`src/rtl/accel_pkg.sv`:
```
// Shared types for the compute-unit clients.
// Provides the operation encoding, vector/matrix operand types and the
// requester FSM state type used by compute_requester.
package accel_pkg;

  localparam int unsigned ELEM_WIDTH   = 8;
  localparam int unsigned VECTOR_WIDTH = 4;
  localparam int unsigned MATRIX_DEPTH = 4;

  typedef enum logic [1:0] {
    COMP_ADD,
    COMP_MUL,
    COMP_DOT,
    COMP_MATVEC
  } computation_type_t;

  typedef logic [VECTOR_WIDTH-1:0][ELEM_WIDTH-1:0] vector_data_t;
  typedef vector_data_t [MATRIX_DEPTH-1:0]         matrix_data_t;

  typedef enum logic [1:0] {
    StIdle,
    StReq,
    StWaitDone,
    StResult
  } req_state_t;

endpackage

```
`src/rtl/compute_requester.sv`:
```
// compute_requester: initiator-side client of the shared compute unit.
// Accepts one job from the local unit, requests the shared unit, holds the
// operands stable while it computes, captures the result on done and hands it
// back over a valid/ready handshake. Exactly one job outstanding at a time.
//
// Ports:
//   clk, rst                    clock, synchronous active-high reset
//   job_valid/job_ready         job handshake; job_type/job_a/job_b/job_matrix
//   unit_id                     constant UNIT_ID tag
//   request/ready/done          shared-unit handshake
//   comp_type/vector_a/vector_b/matrix_in  latched operands to the shared unit
//   result                      shared-unit result
//   res_valid/res_ready         result handshake; res_data, res_error
//   busy                        FSM not idle
//   jobs_done                   completed-job counter (wraps)
//
// Optional: define REQ_TIMEOUT_EN to enable a WAIT_DONE watchdog of
// TIMEOUT_CYCLES cycles that returns a zero result with res_error set.
import accel_pkg::*;

module compute_requester #(
  parameter logic [1:0]  UNIT_ID        = 2'd0,
  parameter int unsigned TIMEOUT_CYCLES = 256,
  parameter int unsigned CNT_WIDTH      = 16
) (
  input  logic                 clk,
  input  logic                 rst,
  input  logic                 job_valid,
  output logic                 job_ready,
  input  computation_type_t    job_type,
  input  vector_data_t         job_a,
  input  vector_data_t         job_b,
  input  matrix_data_t         job_matrix,
  output logic [1:0]           unit_id,
  output logic                 request,
  input  logic                 ready,
  input  logic                 done,
  output computation_type_t    comp_type,
  output vector_data_t         vector_a,
  output vector_data_t         vector_b,
  output matrix_data_t         matrix_in,
  input  vector_data_t         result,
  output logic                 res_valid,
  input  logic                 res_ready,
  output vector_data_t         res_data,
  output logic                 res_error,
  output logic                 busy,
  output logic [CNT_WIDTH-1:0] jobs_done
);

  req_state_t             state_q, state_d;
  computation_type_t      type_q, type_d;
  vector_data_t           a_q, a_d;
  vector_data_t           b_q, b_d;
  matrix_data_t           mat_q, mat_d;
  vector_data_t           res_data_q, res_data_d;
  logic [CNT_WIDTH-1:0]   jobs_done_q, jobs_done_d;

`ifdef REQ_TIMEOUT_EN
  localparam int unsigned TmoW = $clog2(TIMEOUT_CYCLES + 1);
  logic [TmoW-1:0] cnt_q, cnt_d;
  logic            res_error_q, res_error_d;
`else
  // The limit has no effect without the watchdog.
  logic unused_timeout;
  assign unused_timeout = ^TIMEOUT_CYCLES;
`endif

  always_comb begin
    state_d     = state_q;
    type_d      = type_q;
    a_d         = a_q;
    b_d         = b_q;
    mat_d       = mat_q;
    res_data_d  = res_data_q;
    jobs_done_d = jobs_done_q;
`ifdef REQ_TIMEOUT_EN
    cnt_d       = cnt_q;
    res_error_d = res_error_q;
`endif
    unique case (state_q)
      StIdle: begin
        if (job_valid) begin
          type_d  = job_type;
          a_d     = job_a;
          b_d     = job_b;
          mat_d   = job_matrix;
          state_d = StReq;
        end
      end
      StReq: begin
        // request is high throughout this state, so ready alone is the grant.
        // done is deliberately ignored here.
        if (ready) begin
          state_d = StWaitDone;
`ifdef REQ_TIMEOUT_EN
          cnt_d   = '0;
`endif
        end
      end
      StWaitDone: begin
        // done takes priority over a simultaneous watchdog expiry.
        if (done) begin
          res_data_d  = result;
          jobs_done_d = jobs_done_q + CNT_WIDTH'(1);
          state_d     = StResult;
`ifdef REQ_TIMEOUT_EN
          res_error_d = 1'b0;
        end else if (cnt_q == TmoW'(TIMEOUT_CYCLES - 1)) begin
          res_data_d  = '0;
          res_error_d = 1'b1;
          state_d     = StResult;
        end else begin
          cnt_d = cnt_q + TmoW'(1);
`endif
        end
      end
      StResult: begin
        if (res_ready) state_d = StIdle;
      end
      default: state_d = StIdle;
    endcase
  end

  always_ff @(posedge clk) begin
    if (rst) begin
      state_q     <= StIdle;
      type_q      <= COMP_ADD;
      a_q         <= '0;
      b_q         <= '0;
      mat_q       <= '0;
      res_data_q  <= '0;
      jobs_done_q <= '0;
`ifdef REQ_TIMEOUT_EN
      cnt_q       <= '0;
      res_error_q <= 1'b0;
`endif
    end else begin
      state_q     <= state_d;
      type_q      <= type_d;
      a_q         <= a_d;
      b_q         <= b_d;
      mat_q       <= mat_d;
      res_data_q  <= res_data_d;
      jobs_done_q <= jobs_done_d;
`ifdef REQ_TIMEOUT_EN
      cnt_q       <= cnt_d;
      res_error_q <= res_error_d;
`endif
    end
  end

  assign unit_id   = UNIT_ID;
  assign job_ready = (state_q == StIdle);
  assign request   = (state_q == StReq);
  assign res_valid = (state_q == StResult);
  assign busy      = (state_q != StIdle);
  assign comp_type = type_q;
  assign vector_a  = a_q;
  assign vector_b  = b_q;
  assign matrix_in = mat_q;
  assign res_data  = res_data_q;
  assign jobs_done = jobs_done_q;
`ifdef REQ_TIMEOUT_EN
  assign res_error = res_error_q;
`else
  assign res_error = 1'b0;
`endif

endmodule
```
`config.mk`:
```
export PLATFORM = sky130hd
export DESIGN_NAME = compute_requester
export DESIGN_NICKNAME = d
export VERILOG_FILES = /design/src/rtl/accel_pkg.sv /design/src/rtl/compute_requester.sv
export SDC_FILE = /design/constraint.sdc
export NUM_CORES = 1
export LEC_CHECK = 0
export CORE_AREA = 3 3 186 188
export CTS_CLUSTER_DIAMETER = 60
export CTS_CLUSTER_SIZE = 16
export DETAILED_ROUTE_END_ITERATION = 8
export DIE_AREA = 0 0 189 191
export SYNTH_ARGS = -nofsm -noshare
export SYNTH_HDL_FRONTEND = slang
export SYNTH_SLANG_ARGS = --single-unit
```
`constraint.sdc`:
```
create_clock -name clk -period 2.5 [get_ports clk]
set_clock_uncertainty 0.15 [all_clocks]
set_input_delay 0.25 -clock clk [delete_from_list [all_inputs] [get_ports clk]]
set_output_delay 0.25 -clock clk [all_outputs]
set_load 0.05 [all_outputs]
```
==> results.json, run 1 <==
{
  "hold_path.class": "input port to flop",
  "nets": 1771,
  "drt_iter0_markers": 420,
  "syn-cell-area_sq_um": 8593,
  "drive_above_1_share": 0.04627,
  "critical_path_buf_inv_count": 1,
  "port_buffers": 477,
  "vias": 8760,
  "ir_worst_vdd_mv": 0.5985,
  "grt.overflow.total": 0,
  "fill_cells": 3282,
  "dr.pass1.iters": 5,
  "syn_inst": 1089,
  "max_stage_delay_ns": 0.90,
  "grt_pass1_wl_um": 47470,
  "core_area_sq_um": 33280,
  "cpLargestDelayFamily": "buffers and inverters",
  "avgSynthCellArea_sq_um": 7.891,
  "pwr_density_cell_nw_per_um2": 1042,
  "outcome": "completed",
  "placed_cells": 1950,
  "period_share": 0.9330,
  "p_leak_nw": 5.406,
  "worstPathCellList": "clkdlybuf4s50_1",
  "critPathMaxFanout": 9,
  "synth_warnings": 0,
  "synth_area_leaders": "dfxtp_1 (57%), nand2_1 (20%), a21oi_1 (13%)",
  "area_delta_synth_final_pct": 72.74,
  "post-route-min-period_ns": 2.332,
  "die_h_um": 191,
  "min_from": "result[10]",
  "synth_top_area_share": 0.5684,
  "worst_pin_slew_ns": 0.6174,
  "cts_tree": "built",
  "drt-wirelength-per-cell_um": 15.89,
  "layoutNonFillerInstCount": 2005,
  "place_congestion": 0.7642,
  "grt_start_max_net_pins": 91,
  "tns_ns": 0,
  "postCtsSetupBuffers": 0,
  "antenna_found_initial": 1,
  "synthArstFlopShare": 0,
  "clockBufferDepth": 3,
  "yosysMostFrequentCell": "nand2_1",
  "r2r-end": "matrix_in[62]$_SDFFE_PP0P_",
  "rsz0062_at_grt": "no",
  "end_kind": "output pin",
  "hold_viol_final": 0,
  "ant_nets": 0,
  "path_clk_slew_ns": 0.07,
  "r2r_setup_slack_ns": 0.55,
  "max_cap_viol_count": 0,
  "die_w_um": 189,
  "synth_seq_cells": 244,
  "synth.distinct_cells": 28,
  "cts_buffers": 29,
  "critPathRequiredTime_ns": 2.10,
  "grt_pass1_vias": 8290,
  "drcViolationCount": 0,
  "insertion_delay_ns": 0.54,
  "setup_viol": 0,
  "post-place-ws_ns": 0.3505,
  "root_buffer": "clkbuf_16",
  "hold_path_depth": 3,
  "yosysTopAreaCell": "dfxtp_1",
  "initial_core_util": 0.2582,
  "num_io_pins": 481,
  "synth_enable_flop_cells": 0,
  "dp_hpwl_um": 22480,
  "start_kind": "flop",
  "r2r-start": "state_q[0]$_SDFFE_PP0P_",
  "vias_per_cell": 4.369,
  "routed_wl_um": 31870,
  "ys.flop_type": "dfxtp_1",
  "grt_usage": 0.1628,
  "ff2ff_path_depth": 6,
  "crit_arrival_ns": 1.93,
  "relSlewSlack": 0.5871,
  "hold_path_end": "res_data[10]$_SDFFE_PP0P_",
  "yosys-top-cells-count": "nand2_1 (462), dfxtp_1 (244), a21oi_1 (229)",
  "critPathKind": "flop to output pin",
  "yosysSeqAreaShare": 0.5684,
  "rows": 67,
  "dieArea_sq_um": 36100,
  "cts.sinks": 244,
  "fmaxAchievable_mhz": 428.7,
  "hold_ws_ns": 0.09745,
  "slew_violations": 0,
  "fin_ws_ns": 0.1675,
  "crit_slowest_cell": "clkdlybuf4s50_1",
  "cts_max_level": 1
}
==> registers in the layout, indices dropped and copies added (netlist names) <==
signal     count
matrix_in    128
state_q        2
comp_type      2
jobs_done     16
res_data      32
vector_b      32
vector_a      32
==> worst max-delay path by stage <==
| stage | to | slack (ns) | depth (start not counted) | startpoint |
|---|---|---|---|---|
| after detailed placement | state_q[1]$_SDFFE_PP0P_ | 0.35 | 5 | done |
| after CTS | request | 0.01 | 3 | state_q[1]$_SDFFE_PP0P_ |
| final | jobs_done[1] | 0.17 | 1 | jobs_done[1]$_SDFFE_PP0P_ |
| after floorplan | comp_type[0]$_SDFFE_PP0P_ | 0.42 | 8 | state_q[0]$_SDFFE_PP0P_ |
| after global routing | busy | 0.07 | 4 | state_q[1]$_SDFFE_PP0P_ |
| after global placement | jobs_done[11]$_SDFFE_PP0P_ | 0.39 | 5 | done |
==> logic make-up (layout without fill, tap and decap cells) <==
family | after synthesis | after routing | share of synthesized area
compound gates | 233 | 233 | 0.1374
simple gates | 508 | 508 | 0.2314
buf+inv | 85 | 550 | 0.04135
fa+ha+maj | 5 | 5 | 0.007280
other cells | 1 | 4 | 0.0004364
flops | 244 | 244 | 0.5684
mux | 2 | 2 | 0.002475
xor+xnor | 11 | 11 | 0.01121
==> metrics by stage <==
step | cell area (sq um) | utilization | power (mW)
after floorplan | 8601 | - | 8.901
after global placement | 13810 | 0.4151 | 11.18
after detailed placement | 13810 | 0.4151 | 11.25
after CTS | 14840 | 0.4458 | 15.74
after global routing | 14840 | 0.4460 | 16.26
final | 14840 | 0.4460 | 15.47
==> timing repair <==
item	CTS	global route
endpoints found under the hold margin	40	0
cloned	0	0
resized for setup	1	2
setup endpoints to repair	1	2
hold buffers	1	0
==> cell type report <==
| class | count | area (sq um) | area share |
|---|---|---|---|
| Tap cell | 448 | 560.5 | 0.03776 |
| Antenna cell | 1 | 2.502 | 0.0001686 |
| Multi-Input combinational cell | 762 | 3371 | 0.2271 |
| Sequential cell | 244 | 4885 | 0.3291 |
| Timing Repair Buffer | 492 | 4992 | 0.3363 |
| Inverter | 5 | 18.77 | 0.001264 |
| Clock inverter | 20 | 244.0 | 0.01644 |
| Clock buffer | 33 | 770.7 | 0.05192 |
==> report_power, final <==
part	total, mW	internal [mW]	switching, mW	leakage, nW
clock	4.39	2.58	1.81	0.500
combinational	6.21	2.01	4.19	2.91
sequential	4.88	4.55	0.334	2.00
total	15.5	9.14	6.33	5.41
==> cells in the final DEF (no fill, tap or decap), types with 2 or more instances in the layout <==
| cell type | n |
|---|---|
| clkinv_2 | 5 |
| conb_1 | 3 |
| clkbuf_8 | 3 |
| xor2_1 | 6 |
| inv_1 | 5 |
| bufinv_16 | 3 |
| nor2_1 | 15 |
| nand3_1 | 4 |
| nor2b_1 | 4 |
| clkdlybuf4s50_1 | 472 |
| inv_6 | 5 |
| nand4_1 | 8 |
| dlymetal6s2s_1 | 2 |
| and4_1 | 2 |
| dfxtp_1 | 244 |
| a21oi_1 | 229 |
| xnor2_1 | 5 |
| nand2_1 | 461 |
| nor3_1 | 3 |
| clkbuf_16 | 29 |
| o31ai_1 | 2 |
| ha_1 | 5 |
| clkinv_4 | 2 |
| buf_12 | 8 |
| or4_1 | 2 |
| buf_4 | 7 |
| clkinv_8 | 3 |
| nor4_1 | 4 |
==> routing by layer <==
metal	GRT usage	up-vias	wire length [um]
met5	0	-	0
met4	0.05557	0	1051
met2	0.2791	298	15510
met1	0.1919	3989	12670
li1	-	4404	-
met3	0.05318	69	2631
Power figures use the tool's default switching activity.
==> inputs of run 2 (changes only) <==
- CTS_CLUSTER_DIAMETER: 60 -> 120
==> results.json, run 2 (synthesized netlist as in run 1, its figures left out) <==
{
  "place_area_sq_um": 13810,
  "core_area_sq_um": 33280,
  "path_clk_slew_ns": 0.08,
  "rows": 67,
  "cts_tree": "built",
  "rsz0062_at_grt": "no",
  "max_stage_delay_ns": 0.86,
  "hold_viol_final": 0,
  "antenna_found_initial": 1,
  "insertion_delay_ns": 0.50,
  "tns_ns": 0,
  "vias_per_cell": 4.383,
  "register_area_sq_um": 4885,
  "dieArea_sq_um": 36100,
  "outcome": "completed",
  "vias": 8643,
  "fill_cells": 3336,
  "fin_util": 0.4302,
  "dr.pass1.iters": 5,
  "netSwitchingFraction": 0.4280,
  "num_io_pins": 481,
  "end_kind": "output pin",
  "pwr_density_cell_nw_per_um2": 966.4,
  "place_congestion": 0.7642,
  "crit_arrival_ns": 1.99,
  "final_cell_mix": "clkdlybuf4s50_1 (473), nand2_1 (461), dfxtp_1 (244), a21oi_1 (229), clkbuf_16 (19)",
  "nets": 1761,
  "grt_usage": 0.1616,
  "p_leak_nw": 5.129,
  "cts_max_level": 1,
  "critPathRequiredTime_ns": 2.10,
  "critPathKind": "flop to output pin",
  "setup_viol": 0,
  "die_h_um": 191,
  "clockBufferDepth": 3,
  "port_buffers": 477,
  "startpoint": "state_q[1]$_SDFFE_PP0P_",
  "r2r-start": "state_q[0]$_SDFFE_PP0P_",
  "start_kind": "flop",
  "power.share.clock": 0.199,
  "post-route-min-period_ns": 2.388,
  "drt-wirelength-per-cell_um": 16.13,
  "critPathMaxFanout": 4,
  "fin_ws_ns": 0.1116,
  "root_buffer": "clkbuf_16",
  "design_area_sq_um": 14320,
  "cpLargestDelayFamily": "buffers and inverters",
  "drcViolationCount": 0,
  "p_int_mw": 7.916,
  "worstPathCellList": "ha_1 -> clkdlybuf4s50_1",
  "die_w_um": 189,
  "final_common_cell": "clkdlybuf4s50_1",
  "grt_pass1_vias": 8161,
  "crit_slowest_cell": "clkdlybuf4s50_1",
  "slew_violations": 0,
  "dp_hpwl_um": 22480,
  "period_share": 0.9554,
  "min_from": "result[10]",
  "combPwrFrac": 0.449,
  "worst_pin_slew_ns": 0.6132,
  "multi_input_area_sq_um": 3371,
  "initial_core_util": 0.2582,
  "area_delta_synth_final_pct": 66.63,
  "drive_above_1_share": 0.02626,
  "post-place-ws_ns": 0.3505,
  "routed_wl_um": 31810,
  "p_sw_mw": 5.922,
  "cts.sinks": 244,
  "grt.overflow.total": 0,
  "fmaxAchievable_mhz": 418.7,
  "drt_iter0_markers": 406,
  "critical_path_buf_inv_count": 1,
  "hold_ws_ns": 0.1354,
  "grt_start_max_net_pins": 91,
  "relSlewSlack": 0.5899,
  "grt_pass1_wl_um": 47090,
  "ant_nets": 0,
  "p_seq_frac": 0.352,
  "cts_buffers": 19,
  "largest_reg_flops": 128,
  "max_cap_viol_count": 0,
  "hold_path.class": "input port to flop",
  "ir_worst_vdd_mv": 0.5048
}
## run 2: final cells by class
type / instances / area share
clock inverters: 1 / 0.001136
well taps: 448 / 0.03915
multi-input cells: 762 / 0.2354
repair buffers: 492 / 0.3485
inverters: 5 / 0.001311
flip-flops and latches: 244 / 0.3411
clock buffers: 19 / 0.03321
diodes: 1 / 0.0001748
## run 2: per-stage QoR
stage,std cells,power [mW]
after CTS,1971,14.08
final,1972,13.84
after global placement,1950,11.18
after detailed placement,1950,11.25
after floorplan,1091,8.901
after global routing,1972,14.58
## run 2: layer usage
layer  up-vias  wire length [um]  track usage
li1       4352                 -            -
met1      3950             12880       0.1912
met2       282             15400       0.2795
met3        59              2571      0.05153
met4         0               961      0.05013
met5         -                 0            0
## run 2: timing repair
| item | 4_1_cts | 5_1_grt |
|---|---|---|
| gates resized for setup | 1 | 1 |
| hold buffers | 1 | 0 |
| endpoints found under the setup margin | 1 | 1 |
| buffers inserted | 0 | 0 |
| hold endpoints to repair | 33 | 0 |
| pin swaps | 0 | 0 |
## run 2: worst paths after layout
path / to / slack [ns] / depth (start not counted)
setup / recovery: res_valid / 0.11 / 2
hold / removal: res_data[10]$_SDFFE_PP0P_ / 0.14 / 3
setup reg to reg: matrix_in[62]$_SDFFE_PP0P_ / 0.54 / 6
hold reg to reg: matrix_in[0]$_SDFFE_PP0P_ / 0.30 / 2
## run 2: worst register-to-register path, delay by kind of cell (launching register included)
kind                     cells  cell delay (ns)
AND/OR/NAND/NOR              2             0.45
buffers and inverters        2             0.41
flip-flops                   1             0.39
adder cells (fa/ha/maj)      1             0.30
AO/OA/AOI/OAI                1             0.17
## run 2: power by group through the flow
stage               clock network (mW)  registers (mW)  logic (mW)
global placement                     0            4.93        6.25
finish                            2.76            4.87        6.21
detailed placement                   0            4.96        6.28
global route                      3.03            4.96        6.59
CTS                               2.92            4.88        6.29
floorplan                            0            7.14        1.76
==> inputs of run 3 (changes only) <==
- PLACE_DENSITY_LB_ADDON: unset -> 0.15
==> results.json, run 3 (synthesized netlist as in run 1, its figures left out) <==
{
  "outcome": "completed",
  "post-route-min-period_ns": 2.407,
  "largest_reg_flops": 128,
  "postCtsSetupBuffers": 0,
  "critical_path_buf_inv_count": 1,
  "cts.sinks": 244,
  "hold_path.class": "input port to flop",
  "die_h_um": 191,
  "dieArea_sq_um": 36100,
  "layoutNonFillerInstCount": 1971,
  "critPathKind": "flop to output pin",
  "rows": 67,
  "crit_slowest_cell": "clkdlybuf4s50_1",
  "cts_tree": "built",
  "vias": 8524,
  "max_stage_delay_ns": 0.96,
  "worstPathCellList": "clkdlybuf4s50_1",
  "die_w_um": 189,
  "period_share": 0.9627,
  "crit_arrival_ns": 2.01,
  "grt_usage": 0.1672,
  "critPathMaxFanout": 9,
  "rsz0062_at_grt": "no",
  "slew_violations": 0,
  "grt_pass1_wl_um": 47950,
  "nets": 1759,
  "dr.pass1.iters": 4,
  "tns_ns": 0,
  "place_congestion": 0.7549,
  "cpLargestDelayFamily": "buffers and inverters",
  "wl_met1_um": 13240,
  "initial_core_util": 0.2582,
  "area_delta_synth_final_pct": 66.83,
  "multi_input_area_sq_um": 3371,
  "worst_pin_slew_ns": 0.6598,
  "final_cell_mix": "clkdlybuf4s50_1 (474), nand2_1 (461), dfxtp_1 (244), a21oi_1 (229), clkbuf_16 (19)",
  "end_kind": "output pin",
  "path_clk_slew_ns": 0.08,
  "dp_hpwl_um": 22850,
  "setup_viol": 0,
  "drt-wirelength-per-cell_um": 16.44,
  "final_common_cell": "clkdlybuf4s50_1",
  "num_io_pins": 481,
  "cts_max_level": 1,
  "register_area_sq_um": 4885,
  "port_buffers": 477,
  "ir_worst_vdd_mv": 0.5066,
  "clockBufferDepth": 3,
  "fill_cells": 3388,
  "pwr_density_cell_nw_per_um2": 969.0,
  "max_cap_viol_count": 0,
  "critPathRequiredTime_ns": 2.10,
  "root_buffer": "clkbuf_16",
  "vias_per_cell": 4.325,
  "routed.top_layer": "met4",
  "grt_pass1_vias": 8003,
  "fmaxAchievable_mhz": 415.5,
  "grt.overflow.total": 0,
  "placed_cells": 1948,
  "met3_length_um": 2437,
  "wl_met2_um": 15810,
  "grt_start_max_net_pins": 77,
  "drcViolationCount": 0,
  "hold_viol_final": 0,
  "start_kind": "flop",
  "routed_wl_um": 32400,
  "core_area_sq_um": 33280,
  "antenna_found_initial": 1,
  "drive_above_1_share": 0.02497,
  "cts_buffers": 19,
  "fin_total_pwr_mw": 13.89,
  "p_leak_nw": 5.117,
  "ant_nets": 0,
  "insertion_delay_ns": 0.52,
  "drt_iter0_markers": 404,
  "relSlewSlack": 0.5588
}
## run 3: cell type report
type / count / share of cell area
diodes: 1 / 0.0001746
clock buffers: 19 / 0.03316
clock inverters: 2 / 0.001746
inverters: 5 / 0.001309
multi-input cells: 762 / 0.2351
flip-flops and latches: 244 / 0.3407
well taps: 448 / 0.03910
repair buffers: 490 / 0.3487
## run 3: power breakdown
group          switching, mW  internal (mW)
sequential             0.318           4.54
combinational           4.19           2.04
clock                   1.44           1.37
## run 3: worst paths after layout
kind	from	end	slack (ns)	depth (start not counted)
worst max-delay path	jobs_done[1]$_SDFFE_PP0P_	jobs_done[1]	0.09	1
worst min-delay path	result[30]	res_data[30]$_SDFFE_PP0P_	0.12	3
worst min register to register	res_data[13]$_SDFFE_PP0P_	res_data[13]$_SDFFE_PP0P_	0.30	2
worst max register to register	state_q[0]$_SDFFE_PP0P_	jobs_done[9]$_SDFFE_PP0P_	0.54	6
## run 3: what timing repair did
action / CTS / global route
setup endpoints to repair: 2 / 0
hold buffers: 1 / 0
gates resized for setup: 2 / 0
endpoints found under the hold margin: 17 / 0
## run 3: through the flow
step	setup slack (ns)	instance area (sq um)	utilization	hold slack [ns]
after global routing	0.001549	14340	0.4308	0.1039
after floorplan	0.4174	8601	-	0.2360
after global placement	0.4537	13830	0.4154	0.2903
after detailed placement	0.4550	13830	0.4154	0.2958
after CTS	0.02501	14330	0.4307	0.08132
final	0.09318	14340	0.4308	0.1177
## run 3: routing by layer
metal  GRT usage  vias to the layer above
met5           0                        -
met3     0.05080                       37
met4     0.05042                        0
met2      0.2909                      266
met1      0.1986                     3872
li1            -                     4349
